==> src/rtl/lzd_shift_sequencer_if.sv <==
// Handshake bundle for lzd_shift_sequencer.
//   master : drives start/target/mode/abort, observes status (controller side)
//   slave  : the sequencer itself
// Signals:
//   start    - request a new shift sequence
//   target   - unsigned shift target (WIDTH bits)
//   mode     - 0: run while count < target, 1: run while count <= target
//   abort    - cancel an active sequence
//   busy     - sequence running
//   shift_en - one-cycle shift strobe for the datapath
//   count    - shifts issued in the current/last sequence
//   cmp      - live compare of count against latched target
//   done     - one-cycle completion pulse
interface lzd_shift_sequencer_if #(
  parameter int WIDTH = 5
);
  logic             start;
  logic [WIDTH-1:0] target;
  logic             mode;
  logic             abort;
  logic             busy;
  logic             shift_en;
  logic [WIDTH-1:0] count;
  logic             cmp;
  logic             done;

  modport master (
    output start, target, mode, abort,
    input  busy, shift_en, count, cmp, done
  );

  modport slave (
    input  start, target, mode, abort,
    output busy, shift_en, count, cmp, done
  );
endinterface

==> src/rtl/lzd_shift_sequencer.sv <==
// Sequential shift controller for the normalisation path. Once started it
// issues one shift_en strobe per cycle while the internal counter compares
// below (or, in inclusive mode, at most equal to) the latched target, then
// pulses done for one cycle. The counter saturates at all-ones instead of
// wrapping. abort cancels a running sequence without a done pulse.
// Ports:
//   clk   - rising-edge clock
//   rst_n - asynchronous active-low reset
//   bus   - lzd_shift_sequencer_if slave modport (start/target/mode/abort in,
//           busy/shift_en/count/cmp/done out)
module lzd_shift_sequencer #(
  parameter int WIDTH = 5
) (
  input  logic                  clk,
  input  logic                  rst_n,
  lzd_shift_sequencer_if.slave  bus
);

  typedef enum logic [1:0] {
    S_IDLE = 2'd0,
    S_RUN  = 2'd1,
    S_DONE = 2'd2
  } state_t;

  localparam logic [WIDTH-1:0] CNT_MAX = '1;
  localparam logic [WIDTH-1:0] CNT_ONE = {{(WIDTH-1){1'b0}}, 1'b1};

  state_t           state_q, state_d;
  logic [WIDTH-1:0] count_q, count_d;
  logic [WIDTH-1:0] tgt_q, tgt_d;
  logic             mode_q, mode_d;
  logic             busy_q, busy_d;
  logic             done_q, done_d;
  logic             lt, eq, cmp;

  // MSB-first unsigned compare: a < b wherever a has 0 and b has 1 at the
  // first differing bit. Returns {less_than, equal}.
  function automatic logic [1:0] compare_lt_eq(input logic [WIDTH-1:0] a,
                                               input logic [WIDTH-1:0] b);
    logic eq_above;
    logic lt_acc;
    eq_above = 1'b1;
    lt_acc   = 1'b0;
    for (int i = WIDTH - 1; i >= 0; i--) begin
      lt_acc   = lt_acc | (~a[i] & b[i] & eq_above);
      eq_above = eq_above & ~(a[i] ^ b[i]);
    end
    return {lt_acc, eq_above};
  endfunction

  always_comb begin
    {lt, eq} = compare_lt_eq(count_q, tgt_q);
    cmp      = lt | (mode_q & eq);
  end

  always_comb begin
    state_d = state_q;
    count_d = count_q;
    tgt_d   = tgt_q;
    mode_d  = mode_q;
    case (state_q)
      S_IDLE, S_DONE: begin
        if (bus.start) begin
          tgt_d   = bus.target;
          mode_d  = bus.mode;
          count_d = '0;
          state_d = S_RUN;
        end else begin
          state_d = S_IDLE;
        end
      end
      S_RUN: begin
        if (bus.abort) begin
          state_d = S_IDLE;
        end else if (cmp) begin
          // Inclusive all-ones target: last shift happens at CNT_MAX, hold it.
          if (count_q == CNT_MAX) state_d = S_DONE;
          else                    count_d = count_q + CNT_ONE;
        end else begin
          state_d = S_DONE;
        end
      end
      default: state_d = S_IDLE;
    endcase
    busy_d = (state_d == S_RUN);
    done_d = (state_d == S_DONE);
  end

  always_ff @(posedge clk or negedge rst_n) begin
    if (!rst_n) begin
      state_q <= S_IDLE;
      count_q <= '0;
      tgt_q   <= '0;
      mode_q  <= 1'b0;
      busy_q  <= 1'b0;
      done_q  <= 1'b0;
    end else begin
      state_q <= state_d;
      count_q <= count_d;
      tgt_q   <= tgt_d;
      mode_q  <= mode_d;
      busy_q  <= busy_d;
      done_q  <= done_d;
    end
  end

  // abort suppresses the strobe in the cycle it is raised.
  assign bus.shift_en = busy_q & cmp & ~bus.abort;
  assign bus.busy     = busy_q;
  assign bus.done     = done_q;
  assign bus.count    = count_q;
  assign bus.cmp      = cmp;

endmodule

==> src/flat_wrapper.sv <==
// flat-port wrapper written by rule: the top's interface ports become plain ports
module lzd_shift_sequencer_flat 
#(
  parameter int WIDTH = 5
)
  (clk, rst_n, bus_start, bus_target, bus_mode, bus_abort, bus_busy, bus_shift_en, bus_count, bus_cmp, bus_done);
  lzd_shift_sequencer_if #(.WIDTH(WIDTH)) bus_i ();
  input  logic clk;
  input  logic rst_n;
  input wire logic [$bits(bus_i.start)-1:0] bus_start;
  input wire logic [$bits(bus_i.target)-1:0] bus_target;
  input wire logic [$bits(bus_i.mode)-1:0] bus_mode;
  input wire logic [$bits(bus_i.abort)-1:0] bus_abort;
  output wire logic [$bits(bus_i.busy)-1:0] bus_busy;
  output wire logic [$bits(bus_i.shift_en)-1:0] bus_shift_en;
  output wire logic [$bits(bus_i.count)-1:0] bus_count;
  output wire logic [$bits(bus_i.cmp)-1:0] bus_cmp;
  output wire logic [$bits(bus_i.done)-1:0] bus_done;
  assign bus_i.start = bus_start;
  assign bus_i.target = bus_target;
  assign bus_i.mode = bus_mode;
  assign bus_i.abort = bus_abort;
  assign bus_busy = bus_i.busy;
  assign bus_shift_en = bus_i.shift_en;
  assign bus_count = bus_i.count;
  assign bus_cmp = bus_i.cmp;
  assign bus_done = bus_i.done;
  lzd_shift_sequencer #(.WIDTH(WIDTH)) u_core (.clk(clk), .rst_n(rst_n), .bus(bus_i));
endmodule
==> config.mk <==
export PLATFORM = sky130hd
export DESIGN_NAME = lzd_shift_sequencer_flat
export DESIGN_NICKNAME = d
export VERILOG_FILES = /design/src/rtl/lzd_shift_sequencer_if.sv /design/src/rtl/lzd_shift_sequencer.sv /design/src/flat_wrapper.sv
export SDC_FILE = /design/constraint.sdc
export NUM_CORES = 1
export LEC_CHECK = 0
export CAP_MARGIN = 25
export CORE_MARGIN = 10
export CORE_UTILIZATION = 45
export CTS_BUF_LIST = sky130_fd_sc_hd__clkbuf_16
export DETAILED_ROUTE_END_ITERATION = 6
export HOLD_SLACK_MARGIN = 0.12
export PLACE_DENSITY = 0.73
export SLEW_MARGIN = 20
export SYNTH_ARGS = -nofsm -noshare
export SYNTH_HDL_FRONTEND = slang
export SYNTH_SLANG_ARGS = --single-unit
==> constraint.sdc <==
create_clock -name clk -period 2.1 [get_ports clk]
set_clock_uncertainty 0.1 [all_clocks]
set_input_delay 0.315 -clock clk [delete_from_list [all_inputs] [get_ports clk]]
set_output_delay 0.315 -clock clk [all_outputs]
set_load 0.02 [all_outputs]
# After elaboration in Yosys (flattened, before gate mapping)

Cells that the tools add are included.

Logic and storage cells: 68
Bits in writable memories: 0
Output and inout bits: 9
Input port bits: 10
Register bits after elaboration: 15
Latch bits: 0
Memories kept: 0
Bits in read-only memories: 0

$add $sub $neg: 1
Divide/modulo/power cells: 0
Mux-type cells: 10
Magnitude comparators: 0
Shifts and indexed selects: 0
$mul: 0
Bitwise operators: 37
Eq/ne operators: 9
Reduce and logical (&&, ||, !) cells: 5

Operators by type and width:

| kind                                                                    | number |
|---|---|
| 5-bit two-way mux                                                       | 4 |
| 1-bit bitwise AND                                                       | 16 |
| 1-bit NOT                                                               | 11 |
| 5-bit one-hot mux with 2 select lines                                   | 1 |
| 2-bit two-way mux                                                       | 3 |
| 2-bit inequality test, second input constant                            | 3 |
| 5-bit by 1-bit adder with 5-bit output, second input constant           | 1 |
| 5-bit == test, second input constant                                    | 1 |
| 1-bit OR                                                                | 5 |
| 5-bit AND reduction                                                     | 1 |
| 1-bit XOR                                                               | 5 |
| 2-bit by 1-bit == test with 1-bit output, second input constant         | 2 |
| 2-bit == test, second input constant                                    | 2 |
| 2-bit one-hot mux with 2 select lines                                   | 1 |
| 2-bit zero test                                                         | 1 |
| 2-bit by 1-bit inequality test with 1-bit output, second input constant | 1 |
| 2-bit AND reduction                                                     | 1 |
| 2-bit nonzero test                                                      | 1 |
| 2-bit OR reduction                                                      | 1 |
| 1-bit two-way mux                                                       | 1 |

# Logic depth before layout (Yosys ltp)

Gate-level depths: netlist of the first run.

Depth after elaboration: 12
Depth in mapped cells: 7
Mapped depth without buffers: 7

# Worst setup path before layout of the first run

Ideal clock, no wire load.

Path kind: register to output
Start point: register u_core.count_q[1], in the netlist u_core.bus.count[1]
End point: output port bus_shift_en
Arrival: 1.798 ns
Slack: -0.113 ns
Data required time: 1.685 ns
Path buffers: 0
Stages on the path, launching flop included: 7
Cell sequence: dfrtp_1 > inv_1 > ha_1 > a21oi_1 > a21oi_1 > nor2_1 > nor3b_1

Word-level cells in the longest chain between the ends: 8
Elaborated cells between the ends (all ways): 14
Classes of those cells: 14 x bitwise

Ends and longest elaborated chain:

| what                                           | RTL line                                             | source |
|---|---|---|
| start: declaration                             | lzd_shift_sequencer.sv:29                            | `logic [WIDTH-1:0] count_q, count_d;` |
| start signal: assignment                       | lzd_shift_sequencer.sv:99                            | `count_q <= count_d;` |
| 1-bit NOT or 1-bit XOR (tied branches)         | lzd_shift_sequencer.sv:45, lzd_shift_sequencer.sv:46 |  |
| 1-bit bitwise AND or 1-bit NOT (tied branches) | lzd_shift_sequencer.sv:45, lzd_shift_sequencer.sv:46 |  |
| 1-bit bitwise AND (on tied branches)           | lzd_shift_sequencer.sv:45, lzd_shift_sequencer.sv:46 |  |
| 1-bit OR (tied with other cells)               | lzd_shift_sequencer.sv:45                            | `lt_acc = lt_acc \| (~a[i] & b[i] & eq_above);` |
| 1-bit OR or 1-bit bitwise AND (tied branches)  | lzd_shift_sequencer.sv:45, lzd_shift_sequencer.sv:53 |  |
| 1-bit OR *                                     | lzd_shift_sequencer.sv:53                            | `cmp = lt \| (mode_q & eq);` |
| 1-bit bitwise AND * (2 in series)              | lzd_shift_sequencer.sv:108                           | `assign bus.shift_en = busy_q & cmp & ~bus.abort;` |
| end: declaration                               | flat_wrapper.sv:15                                   | `output wire logic [$bits(bus_i.shift_en)-1:0] bus_shift_en;` |

Every way passes the cells marked *; elsewhere a longest branch is shown, timed or not.

# Worst setup path in the final report of the first run

Same ends and word-level chain as after synthesis.

==> flow_metrics.tcl, run 1 <==
set metrics [dict create \
    max_slew_margin_pct 53.56 \
    drive_above_1_share_pct 35.35 \
    gp_congestion 0.7803 \
    die_w_um 61.52 \
    timing.final.crit_period_ns 2.028 \
    fin_area_um2 1181 \
    syn_to_final_growth_pct 52.26 \
    synth-compound-area-share_pct 6.129 \
    p_per_area_nw_per_um2 1259 \
    ff2ff_setup_slack_ns 0.08 \
    ios 19 \
    netlist_area_um2 775.7 \
    setup_viol 0 \
    synthSimpleGateAreaFrac_pct 17.90 \
    final_cell_count_no_fill 115 \
    antennaDiodeCount 0 \
    clockBufferDepth 2 \
    cts_buffers 3 \
    ant_nets 0 \
    cp-start-kind "flip-flop" \
    hold_class "in2async" \
    place.detailed.hpwl_um 1300 \
    worst_pin_slew_ns 0.6945 \
    cts.sinks 15 \
    vias 625 \
    dpl_worst_slack_ns -0.1906 \
    grt_max_degree 16 \
    wl_per_cell_um 15.43 \
    ir_drop_mv 0.8443 \
    critPathRequiredTime_ns 1.68 \
    final_cell_mix "clkdlybuf4s50_1 (16), dfrtp_1 (15), buf_4 (11)" \
    drcViolationCount 0 \
    synthAdderAreaFrac_pct 11.29 \
    critPathCaptureType "primary output" \
    core_region_area_um2 1577 \
    grt_pass1_wl_um 2829 \
    setup_ws_ns 0.07230 \
    synth_top_family_by_area "simple AND/OR/NAND/NOR gates" \
    drtIter0Drc 6 \
    grt_overflow_total 0 \
    clk_pin_slew_ns 0.05 \
    synth_mux_area_share_pct 12.90 \
    start_util_pct 49.21 \
    rsz0062_at_grt "true" \
    yosysSeqAreaShare_pct 48.39 \
    maxCapViolCount 0 \
    ys_ff_latch 15 \
    fp.dieH_um 61.52 \
    status "complete, no violations" \
    insertion_delay_ns 0.24 \
    final_nets 117 \
    cp.arrival_ns 1.61 \
    place_area_um2 1037 \
    finalCritPeriodShare_pct 96.56 \
    syn_nets 85 \
    vias_per_cell 5.435 \
    layout_commonest_cell "clkdlybuf4s50_1" \
    placed_cells 109 \
    totalWireLength_um 1775 \
    dieArea_um2 3785 \
    ys_types 23 \
    drtPass1Iterations 4 \
    cts_tree "built" \
    grt_pass1_vias 677 \
    crit_type "reg2out" \
    root_buffer "clkbuf_16" \
    yosysWarnings 0 \
    gr-usage-all-layers_pct 9.891 \
    p_leak_nw 0.5207 \
    antenna_found_initial 0 \
    port_buffers 18 \
    path_max_fanout 3 \
    rows 14 \
    synth.avg_cell_area_um2 11.41 \
    syn_inst 68 \
    finalHoldViolCount 0 \
    htree_levels 1 \
    synth_xor_area_share_pct 0 \
    fmax_mhz 493.2 \
    drv_slew 0 \
]
synthesized netlist by cell type:
cell type | number | area [um2]
a21oi_1 | 3 | 15.01
and2b_1 | 1 | 7.510
and3_1 | 1 | 6.260
clkbuf_1 | 1 | 3.750
dfrtp_1 | 15 | 375.4
ha_1 | 7 | 87.58
inv_1 | 6 | 22.52
mux2_1 | 1 | 11.26
mux2_2 | 7 | 78.83
mux2i_1 | 1 | 10.01
nand2_1 | 2 | 7.510
nand2b_1 | 2 | 12.51
nand3_1 | 5 | 25.02
nand3b_1 | 1 | 7.510
nor2_1 | 7 | 26.28
nor2_4 | 1 | 11.26
nor3b_1 | 1 | 7.510
o211ai_1 | 1 | 7.510
o21ai_4 | 1 | 16.27
o221ai_1 | 1 | 8.760
or3_1 | 1 | 6.260
or3b_4 | 1 | 11.26
or4b_1 | 1 | 10.01
critical path: stages, from the launching register on:
cell and delay [ns]:
dfrtp_1 0.34, inv_1 0.08, ha_4 0.28, nand3_2 0.08, a21oi_2 0.19, nor2_2 0.08
nor3b_2 0.16, buf_4 0.16
cells by family after synthesis:
family	count (synthesis)
AND/OR/NAND/NOR	24
flip-flops	15
multiplexers	9
buffers and inverters	7
adder cells (fa/ha/maj)	7
AO/OA/AOI/OAI	6
worst paths after layout:
path,from,endpoint,cells past startpoint
worst max-delay path,u_core.bus.count[1],bus_shift_en,7
worst min-delay path,rst_n,u_core.bus.count[2],1
worst max register to register,u_core.bus.count[0],u_core.bus.count[2],8
worst min register to register,u_core.mode_q,u_core.mode_q,1
max in group asynchronous,rst_n,u_core.bus.count[4],1
min in group clk,u_core.mode_q,u_core.mode_q,1
metal layers:
| metal | GRT usage, % | vias to the layer above | wire length, um |
|---|---|---|---|
| met1 | 11.39 | 305 | 765 |
| li1 | - | 297 | - |
| met3 | 3.498 | 4 | 149 |
| met2 | 15.96 | 19 | 842 |
| met5 | 0 | - | 0 |
| met4 | 4.777 | 0 | 17 |
final cells by class:
class / count / area, um2
inverter: 6 / 22.52
clock inverter: 1 / 3.754
sequential: 15 / 375.4
tap: 16 / 20.02
multi-input combinational: 46 / 436.7
timing repair buffer: 28 / 247.7
clock buffer: 3 / 75.07
fill: 125 / 395.4
where the power goes:
part | leakage [nW] | switching, mW | internal [mW]
Sequential | 0.190 | 0.0632 | 0.380
Clock | 0.0423 | 0.114 | 0.252
Combinational | 0.288 | 0.327 | 0.351
Total | 0.521 | 0.504 | 0.983
repair_timing:
item / in CTS / in global routing
hold buffers: 0 / 0
resized for setup: 12 / 6
gates cloned: 0 / 0
buffers inserted: 1 / 1
pin swaps: 2 / 2
setup endpoints to repair: 3 / 5
per-stage QoR:
step | util [%] | setup TNS (ns) | total power [mW] | hold slack, ns
2_1_floorplan | - | 0 | 0.7814 | -0.08059
3_3_place_gp | 65.79 | -0.1762 | 1.015 | 0.3927
3_5_place_dp | 65.79 | -0.3124 | 1.036 | 0.3996
4_1_cts | 71.43 | 0 | 1.434 | 0.4103
5_1_grt | 74.92 | -0.03674 | 1.584 | 0.4464
6_report | 74.92 | 0 | 1.487 | 0.3903
sequential cells by signal (all words and copies together) (netlist names):
name,cells
u_core.tgt_q,5
u_core.bus.busy,1
u_core.state_q,2
u_core.mode_q,1
u_core.bus.count,5
u_core.bus.done,1
No activity file was read; power rests on OpenSTA's default activity.
==> run 2, diff against run 1 <==
--- a/config.mk
+++ b/config.mk
@@ -10,6 +10,7 @@
 export CORE_UTILIZATION = 45
 export CTS_BUF_LIST = sky130_fd_sc_hd__clkbuf_16
 export DETAILED_ROUTE_END_ITERATION = 6
+export GPL_TIMING_DRIVEN = 0
 export HOLD_SLACK_MARGIN = 0.12
 export PLACE_DENSITY = 0.73
 export SLEW_MARGIN = 20
==> run 2 against run 1 <==
Net effect:
- fmax fell by 2.3%
- utilization rose by 0.87 points
- die area stayed put
- combinational power grew 4.4%
- via count increased by 5.4%
- sequential power rose by 4.5%
- cell count rose by 1.7%
- first-iteration DRC count grew 120%
- count of clock-buffer cells in the layout did not move
- critical path type unchanged
- largest power group unchanged
==> flow_metrics.tcl, run 2 (synthesis results as in run 1) <==
set metrics [dict create \
    status "complete, no violations" \
    critPathCaptureType "primary output" \
    maxCapViolCount 0 \
    slowest_stage "dfrtp_1" \
    drcViolationCount 0 \
    final_util_pct 75.79 \
    fillers 110 \
    seqCellArea_um2 377.9 \
    path_max_fanout 4 \
    die_w_um 61.52 \
    hold_class "in2async" \
    design_power_total_mw 1.533 \
    start_util_pct 49.21 \
    path_buf_inv 2 \
    totalWireLength_um 1960 \
    antenna_found_initial 0 \
    fin_area_um2 1195 \
    setup_ws_ns 0.02481 \
    drv_slew 0 \
    rsz0062_at_grt "true" \
    layout_commonest_cell "clkdlybuf4s50_1" \
    insertion_delay_ns 0.24 \
    cp-start-kind "flip-flop" \
    clk_pin_slew_ns 0.05 \
    vias 659 \
    worst_pin_slew_ns 0.6831 \
    core_region_area_um2 1577 \
    dpl_worst_slack_ns -0.4415 \
    fmax_mhz 481.9 \
    slowest_delay_ns 0.40 \
    root_buffer "clkbuf_16" \
    grt_overflow_total 0 \
    critPathRequiredTime_ns 1.68 \
    cts.sinks 15 \
    wl_per_cell_um 16.75 \
    cts_tree "built" \
    finalCritPeriodShare_pct 98.82 \
    p_per_area_nw_per_um2 1283 \
    clockBufferDepth 2 \
    ios 19 \
    dieArea_um2 3785 \
    place_area_um2 980.9 \
    antennaDiodeCount 0 \
    p_leak_nw 0.5251 \
    port_buffers 18 \
    crit_type "reg2out" \
    drive_above_1_share_pct 40.59 \
    vias_per_cell 5.632 \
    finalHoldViolCount 0 \
    drtIter0Drc 13 \
    grt_max_degree 16 \
    final_cell_mix "clkdlybuf4s50_1 (16), dfrtp_1 (13), buf_4 (12)" \
    final_nets 119 \
    drtPass1Iterations 4 \
    syn_to_final_growth_pct 54.03 \
    ir_drop_mv 0.8206 \
    crit_chain "inv_2 > ha_4 > nand3_2 > a21oi_2 > nor2_2 > nor3b_2 > buf_4" \
    timing.final.crit_period_ns 2.075 \
    grt_pass1_vias 644 \
    max_slew_margin_pct 54.32 \
    htree_levels 1 \
    reg_top3 "u_core.bus.count (5), u_core.tgt_q (5), u_core.state_q (2)" \
    setup_viol 0 \
    cts_buffers 3 \
    crit_family "flip-flops" \
    fp.dieH_um 61.52 \
    hold_slack_ns 0.3877 \
    gp_congestion 0.7361 \
    grt_pass1_wl_um 2773 \
    cp.arrival_ns 1.66 \
    multi_input_area_um2 436.7 \
    ant_nets 0 \
    rows 14 \
    place.detailed.hpwl_um 1287 \
    gr-usage-all-layers_pct 9.942 \
]
run 2: cell count changes in the layout (fill, tap and decap cells not counted):
cell	delta
dfrtp_1	-2
inv_1	-3
clkbuf_1	+1
inv_2	+3
dfrtp_2	+2
buf_4	+1
run 2: worst reg2reg max path, delay by kind of cell (launching register included):
kind	cells	cell delay, ns
flops	1	0.35
buf+inv	2	0.21
compound gates	3	0.67
fa+ha+maj	1	0.32
simple gates	2	0.26
run 2: metal layers:
metal | wire length, um | GRT usage, %
met2 | 1012 | 18.30
met3 | 159 | 3.292
met5 | 0 | 0
met1 | 758 | 10.11
met4 | 29 | 3.822
run 2: path summary, 6_finish.rpt:
path | cells after the start | slack (ns) | start | to
setup / recovery | 7 | 0.02 | u_core.bus.count[1] | bus_shift_en
hold / removal | 1 | 0.39 | rst_n | u_core.bus.count[3]
setup reg to reg | 8 | 0.08 | u_core.bus.count[4] | u_core.bus.count[3]
hold reg to reg | 1 | 0.43 | u_core.mode_q | u_core.mode_q
max in group asynchronous | 1 | 1.04 | rst_n | u_core.bus.count[0]
min in group clk | 1 | 0.43 | u_core.mode_q | u_core.mode_q
run 2: metrics by stage:
| stage | TNS, ns | std cells |
|---|---|---|
| finish | 0 | 117 |
| global route | -0.09510 | 117 |
| CTS | 0 | 111 |
| global placement | -0.5404 | 102 |
| floorplan | 0 | 68 |
| detailed placement | -0.8311 | 102 |
run 2: area by class of cell:
cell class                 instances  share of cell area, %
sequential                        15                  31.62
buffer                             1                 0.3141
inverter                           6                  1.885
tap                               16                  1.675
clock inverter                     1                 0.3141
multi-input combinational         46                  36.54
timing repair buffer              29                  21.36
clock buffer                       3                  6.283
run 2: report_power, final:
group / internal, mW / switching [mW]
clock network: 0.252 / 0.110
registers: 0.382 / 0.0806
logic: 0.368 / 0.340
total: 1.00 / 0.531
run 2: what timing repair did:
item | in CTS | in global routing
hold buffers | 0 | 0
buffers inserted | 5 | 6
endpoints found under the hold margin | 0 | 0
pin swaps | 2 | 6
endpoints found under the setup margin | 3 | 5
resized for setup | 13 | 10
==> run 3, diff against run 2 <==
--- a/config.mk
+++ b/config.mk
@@ -10,6 +10,7 @@
 export CORE_UTILIZATION = 45
 export CTS_BUF_LIST = sky130_fd_sc_hd__clkbuf_16
 export DETAILED_ROUTE_END_ITERATION = 6
+export GPL_ROUTABILITY_DRIVEN = 0
 export GPL_TIMING_DRIVEN = 0
 export HOLD_SLACK_MARGIN = 0.12
 export PLACE_DENSITY = 0.73
==> results of run 3 <==
The final DEF is identical to that of run 2; final timing and power are the same.
